--- src/rtl/master_arbiter.sv ---
// master_arbiter: two-master round-robin bus arbiter with idle timeout.
// Grants come from registered state; bus routing is purely combinational.
module master_arbiter #(
   parameter int TIMEOUT_CYC = 64
) (
   input  logic clk,
   input  logic rstn,
   input  logic m1_breq,
   input  logic m2_breq,
   output logic m1_bgrant,
   output logic m2_bgrant,
   input  logic m1_mode,
   input  logic m1_wr_bus,
   input  logic m1_master_valid,
   input  logic m1_master_ready,
   output logic m1_rd_bus,
   output logic m1_slave_ready,
   output logic m1_slave_valid,
   input  logic m2_mode,
   input  logic m2_wr_bus,
   input  logic m2_master_valid,
   input  logic m2_master_ready,
   output logic m2_rd_bus,
   output logic m2_slave_ready,
   output logic m2_slave_valid,
   output logic d_mode,
   output logic d_wr_bus,
   output logic d_master_valid,
   output logic d_master_ready,
   input  logic d_rd_bus,
   input  logic d_slave_ready,
   input  logic d_slave_valid,
   output logic owner,
   output logic timeout_err
);

   typedef enum logic [1:0] {
      IDLE,
      GRANTED,
      RELEASE
   } state_t;

   localparam logic [7:0] CNT_LAST = 8'(TIMEOUT_CYC - 1);

   state_t     state_q, state_d;
   logic       owner_q, owner_d;
   logic       last_q, last_d;
   logic       terr_q, terr_d;
   logic [7:0] cnt_q, cnt_d;
   logic [1:0] blk_q, blk_d;

   logic [1:0] breq;
   logic [1:0] elig;
   logic       own_act;
   logic       gnt;

   assign breq = {m2_breq, m1_breq};
   // a master revoked by timeout stays ineligible until it drops breq
   assign elig = breq & ~blk_q;

   assign own_act = d_slave_valid
                  | d_slave_ready
                  | (owner_q ? (m2_master_valid | m2_master_ready)
                             : (m1_master_valid | m1_master_ready));

   always_ff @(posedge clk or negedge rstn) begin
      if (!rstn) begin
         state_q <= IDLE;
         owner_q <= 1'b0;
         last_q  <= 1'b1;
         terr_q  <= 1'b0;
         cnt_q   <= '0;
         blk_q   <= '0;
      end else begin
         state_q <= state_d;
         owner_q <= owner_d;
         last_q  <= last_d;
         terr_q  <= terr_d;
         cnt_q   <= cnt_d;
         blk_q   <= blk_d;
      end
   end

   always_comb begin
      state_d = state_q;
      owner_d = owner_q;
      last_d  = last_q;
      terr_d  = 1'b0;
      cnt_d   = cnt_q;
      blk_d   = blk_q & breq;
      unique case (state_q)
         IDLE: begin
            if (elig != 2'b00) begin
               state_d = GRANTED;
               cnt_d   = '0;
               if (elig == 2'b11)
                  owner_d = ~last_q;
               else
                  owner_d = elig[1];
            end
         end
         GRANTED: begin
            if (!breq[owner_q]) begin
               state_d = RELEASE;
               last_d  = owner_q;
            end else if (own_act) begin
               cnt_d = '0;
            end else if (cnt_q == CNT_LAST) begin
               state_d        = RELEASE;
               last_d         = owner_q;
               terr_d         = 1'b1;
               cnt_d          = '0;
               blk_d[owner_q] = 1'b1;
            end else begin
               cnt_d = cnt_q + 8'd1;
            end
         end
         RELEASE: begin
            if (elig[~owner_q]) begin
               state_d = GRANTED;
               owner_d = ~owner_q;
               cnt_d   = '0;
            end else if (elig[owner_q]) begin
               state_d = GRANTED;
               cnt_d   = '0;
            end else begin
               state_d = IDLE;
            end
         end
         default: state_d = IDLE;
      endcase
   end

   assign gnt = (state_q == GRANTED);

   assign m1_bgrant   = gnt & ~owner_q;
   assign m2_bgrant   = gnt & owner_q;
   assign owner       = owner_q;
   assign timeout_err = terr_q;

   assign d_mode         = gnt & (owner_q ? m2_mode : m1_mode);
   assign d_wr_bus       = gnt & (owner_q ? m2_wr_bus : m1_wr_bus);
   assign d_master_valid = gnt & (owner_q ? m2_master_valid
                                          : m1_master_valid);
   assign d_master_ready = gnt & (owner_q ? m2_master_ready
                                          : m1_master_ready);

   assign m1_rd_bus      = m1_bgrant & d_rd_bus;
   assign m1_slave_ready = m1_bgrant & d_slave_ready;
   assign m1_slave_valid = m1_bgrant & d_slave_valid;
   assign m2_rd_bus      = m2_bgrant & d_rd_bus;
   assign m2_slave_ready = m2_bgrant & d_slave_ready;
   assign m2_slave_valid = m2_bgrant & d_slave_valid;

endmodule

--- config.mk ---
export PLATFORM = sky130hd
export DESIGN_NAME = master_arbiter
export DESIGN_NICKNAME = d
export VERILOG_FILES = /design/src/rtl/master_arbiter.sv
export SDC_FILE = /design/constraint.sdc
export NUM_CORES = 1
export LEC_CHECK = 0
export CORE_ASPECT_RATIO = 1.2
export CORE_MARGIN = 5
export CORE_UTILIZATION = 40
export DETAILED_ROUTE_END_ITERATION = 6
export PLACE_DENSITY = 0.75
export SYNTH_ARGS = -nofsm -noshare
export SYNTH_HDL_FRONTEND = slang
export SYNTH_SLANG_ARGS = --single-unit
export TNS_END_PERCENT = 20
--- constraint.sdc ---
create_clock -name clk -period 2.22 [get_ports clk]
set_input_delay 0.444 -clock clk [delete_from_list [all_inputs] [get_ports clk]]
set_output_delay 0.444 -clock clk [all_outputs]
set_load 0.02 [all_outputs]
## Word-level counts from Yosys, hierarchy flattened

Index checks and enable logic that the tools add are counted.

| word-level totals | value |
|---|---|
| bits in latches | 0 |
| memories kept | 0 |
| input bits | 15 |
| output and inout bits | 14 |
| bits in writable memories | 0 |
| word-level logic and storage cells | 95 |
| bits in read-only memories | 0 |
| flip-flop bits (word level) | 15 |

| operators by class | value |
|---|---|
| divide/modulo/power cells | 0 |
| mux-type cells | 42 |
| bitwise operators | 22 |
| $lt $le $gt $ge | 3 |
| shift operators | 0 |
| equality and inequality tests | 12 |
| reduce and logical (&&, ||, !) cells | 9 |
| add/subtract/negate cells | 1 |
| multiply operators | 0 |

Operators by type and width:

| cell | number |
|---|---|
| $mux 8 | 6 |
| $mux 1 | 24 |
| $pmux 8 s3 | 1 |
| $mux 2 | 8 |
| $and 1x1->1 | 12 |
| $reduce_and 3->1 | 3 |
| $add 8x1->8 const B | 1 |
| $eq 8x6->1 const B | 1 |
| $ne 2x2->1 const B | 3 |
| $ne 3x3->1 const B | 2 |
| $pmux 2 s3 | 1 |
| $and 2x2->2 | 2 |
| $eq 2x2->1 const B | 2 |
| $lt 1x2->1 const B | 2 |
| $ne 2x1->1 const B | 2 |
| $or 1x1->1 | 4 |
| $reduce_and 4->1 | 1 |
| $reduce_bool 2->1 | 2 |
| $ne 3x2->1 const B | 1 |
| $reduce_bool 3->1 | 1 |
| $eq 2x1->1 const B | 1 |
| $logic_not 2->1 | 1 |
| $not 1->1 | 2 |
| $not 2->2 | 1 |
| other kinds (5) | 5 |

## Depth between registers and ports, before layout

| depth | value |
|---|---|
| word-level depth | 9 |
| depth in mapped cells | 6 |
| depth with buffers taken out | 5 |

## Least setup slack after synthesis

Ideal clock, no wire load.

| timing path | value |
|---|---|
| path type | register to output |
| start | register owner_q (netlist: owner) |
| end | output m1_rd_bus |
| path buffers | 2 |
| setup slack | 0.270 ns |
| stages on the path, launching flop included | 5 |
| data required time | 1.776 ns |
| arrival | 1.506 ns |
| cell sequence | dfrtp_1 -> buf_6 -> clkbuf_1 -> nor2_1 -> and2_1 |

| between the ends | value |
|---|---|
| cells in the longest elaborated chain, start to end | 3 |

RTL lines:

| what | RTL line | text |
|---|---|---|
| from (decl) | 46 | `logic owner_q, owner_d;` |
| from (signal assigned) | 76 | `owner_q <= owner_d;` |
| $not 1->1 | 136 | `assign m1_bgrant = gnt & ~owner_q;` |
| $and 1x1->1 | 136 |  |
| named net m1_bgrant | 10 | `output logic m1_bgrant,` |
| $and 1x1->1 | 148 | `assign m1_rd_bus = m1_bgrant & d_rd_bus;` |
| to (decl) | 16 | `output logic m1_rd_bus,` |

The timed path passes the listed nets, and every way through them passes these cells.

## Final worst setup path

| timing path | value |
|---|---|
| start | register state_q[1] |
| end | output m1_bgrant |

| between the ends | value |
|---|---|
| cells in the longest elaborated chain, start to end | 2 |

RTL lines:

| what | RTL line | text |
|---|---|---|
| from (decl) | 45 | `state_t state_q, state_d;` |
| from (signal assigned) | 75 | `state_q <= state_d;` |
| $eq 2x1->1 | 134 | `assign gnt = (state_q == GRANTED);` |
| $and 1x1->1 | 136 |  |
| to (decl) | 10 |  |

No other way between the ends.

==> metrics.txt <==
I/O pin count 29; Max clock buf depth 2; die width about 55 um; Post-DP HPWL around 2000 um; cts hold-fix bufs 0; total die area ~3500 um2; port bufs 28; root buffer cell clkbuf_4; largest net degree at the start of global routing 16; Num CTS Buffers 3; worst-margin pin slew 0.681 ns; All-Layer GR Usage 0.153; design area about 1300 um2; Iter 0 DRT Violations 17; number of cell rows 19; Worst Path Required approximately 1.8 ns; Crit Path Max Fanout 4; placed cells ~160; Vias about 900; most common cell in the synthesized netlist dfrtp_1; area fraction of the dominant cell type after synthesis 0.359; Residual DRC 0; max-capacitance violation count 0; Area Overhead vs Synth 37.4%; Worst-path clk slew roughly 0.090 ns; fin util 0.582; Hold Vio Cnt, Final 0; first-pass GRT wire length around 4100 um; antenna-violating nets left 0; # H-tree levels 1; setup_tns 0 ns; type of origin of the critical path flop; die height approximately 64 um; outcome finished clean; postcts setup bufs 0; Worst-Skew Late Latency 0.28 ns; antenna violations before repair 0; Routed WL 2490 um; unrepaired setup endpoints after global routing false; Avg Cell Area, Syn around 9.5 um2; Multi-input gate area 568 um2; post-layout min period 2.09 ns; Storage cell area 378 um2; routed length per instance 15.0 um; Yosys reg bits 15; clk_skew 0.00273 ns; Cell variety after synth 44; Synth Flop Type dfrtp_1; largest area contributor in the netlist dfrtp_1; final number of max-transition violations 0; Post-Syn Nets 119; critical setup path kind flop to output pin; Hold Crit Class flop to flop; Slew Limit Headroom 0.545; Synthesis Warnings 0; register area share after synthesis 0.386; proportion of layout cells with a drive suffix above 1 0.170; FFs w/ async S/R, synth 1.00; Static Leak 0.695 nW; Area after DPL between 1000 and 1500 um2; # setup viols final 0; nets@finish roughly 150; CP Capture Type output pin; Post-synth EDFFs 0; GRT overflow 0; Final Cycle Share 0.940; initial core utilization 0.423; top post-synthesis cells by area dfrtp_1, nor2_1, mux2i_1; vias in the first global route approximately 950; fill count 215; Worst IR Drop VDD about 0.00045 V; worst hold slack between 0.4 and 0.5 ns; pwr/cell area 939 nW/um2; fmax ~480 MHz; core area 2310 um2; mapped cell area ~1000 um2; TritonCTS Sinks 15; Critical Path AT 1.64 ns; Post-synth top cells dfrtp_1, nor2_1, and2_1; cells after synthesis between 100 and 150; Vias/cell ~5.5; CTS tree yes; gp weighted congestion approximately 0.83; diode count 0; final non-filler cell total approximately 170; Pre-antenna DRT Iters 4
[critical path, stage by stage, from the launching register on]
cell and delay (ns):
dfrtp_1 0.41, nand2b_1 0.18, nor2_2 0.15, clkdlybuf4s50_1 0.63
[per-layer routing]
metal  GRT usage  wire length, um  vias to the layer above  share of wire
met1       0.172             1030                      436           0.41
met2       0.269             1230                       26           0.49
met5           0                0                        -              0
li1            -                -                      449              -
met4      0.0517               31                        0          0.012
met3      0.0395              200                        4          0.080
[cell usage in the layout (no fill, tap or decap), drive strengths merged, types with 3 or more instances in the layout]
master,synthesis,layout
clkdlybuf4s50,0,17
o21a,4,4
dlygate4sd2,0,5
a21oi,3,3
mux2i,4,4
o211ai,3,3
dlymetal6s2s,0,6
o22ai,3,3
nand2b,3,3
clkbuf,2,4
and2,5,5
and3,5,5
a22o,4,4
buf,2,4
dfrtp,14,14
inv,3,3
nand2,4,4
nor2,14,14
[sequential cells by signal, summed over array words and instances, names as in the netlist]
| register | count |
|---|---|
| cnt_q | 8 |
| blk_q | 2 |
| state_q | 2 |
| last_q | 1 |
| owner | 1 |
| timeout_err | 1 |
[kinds of logic (layout without fill, tap and decap cells)]
family / Yosys count / in the layout / share of synthesized area
mux: 6 / 6 / 0.0641
fa+ha+maj: 1 / 1 / 0.0128
buf+inv: 7 / 39 / 0.0359
compound gates: 28 / 28 / 0.228
flops: 15 / 15 / 0.386
simple gates: 46 / 46 / 0.273
[layout make-up]
| cell class | count | share of cell area |
|---|---|---|
| Timing Repair Buffer | 32 | 0.238 |
| Inverter | 3 | 0.00840 |
| Multi-Input combinational cell | 81 | 0.424 |
| Clock buffer | 4 | 0.0196 |
| Sequential cell | 15 | 0.282 |
| Tap cell | 31 | 0.0289 |
[timing repair]
item,CTS,global route
setup endpoints to repair,7,6
gates resized for setup,8,6
endpoints found under the hold margin,0,0
[stage by stage]
step / power, mW / setup slack, ns
3_5_place_dp: 1.13 / 0.0594
2_1_floorplan: 0.827 / 0.270
5_1_grt: 1.35 / 0.0502
6_report: 1.26 / 0.134
4_1_cts: 1.28 / -0.00430
3_3_place_gp: 1.11 / 0.0837
[final timing paths]
check	startpoint	to	slack [ns]	cells past startpoint
max in group asynchronous	rstn	owner	1.18	1
min in group asynchronous	rstn	blk_q[0]	0.57	1
hold / removal	blk_q[1]	blk_q[1]	0.49	1
setup reg to reg	cnt_q[0]	cnt_q[5]	0.43	5
hold reg to reg	blk_q[1]	blk_q[1]	0.49	1
setup / recovery	state_q[1]	m1_bgrant	0.13	3
[report_power, final]
| part | internal, mW | total [mW] | switching [mW] |
|---|---|---|---|
| sequential | 0.317 | 0.364 | 0.0470 |
| combinational | 0.345 | 0.743 | 0.398 |
| clock | 0.0697 | 0.154 | 0.0840 |
Note: power is estimated with default switching activity, not from simulation.
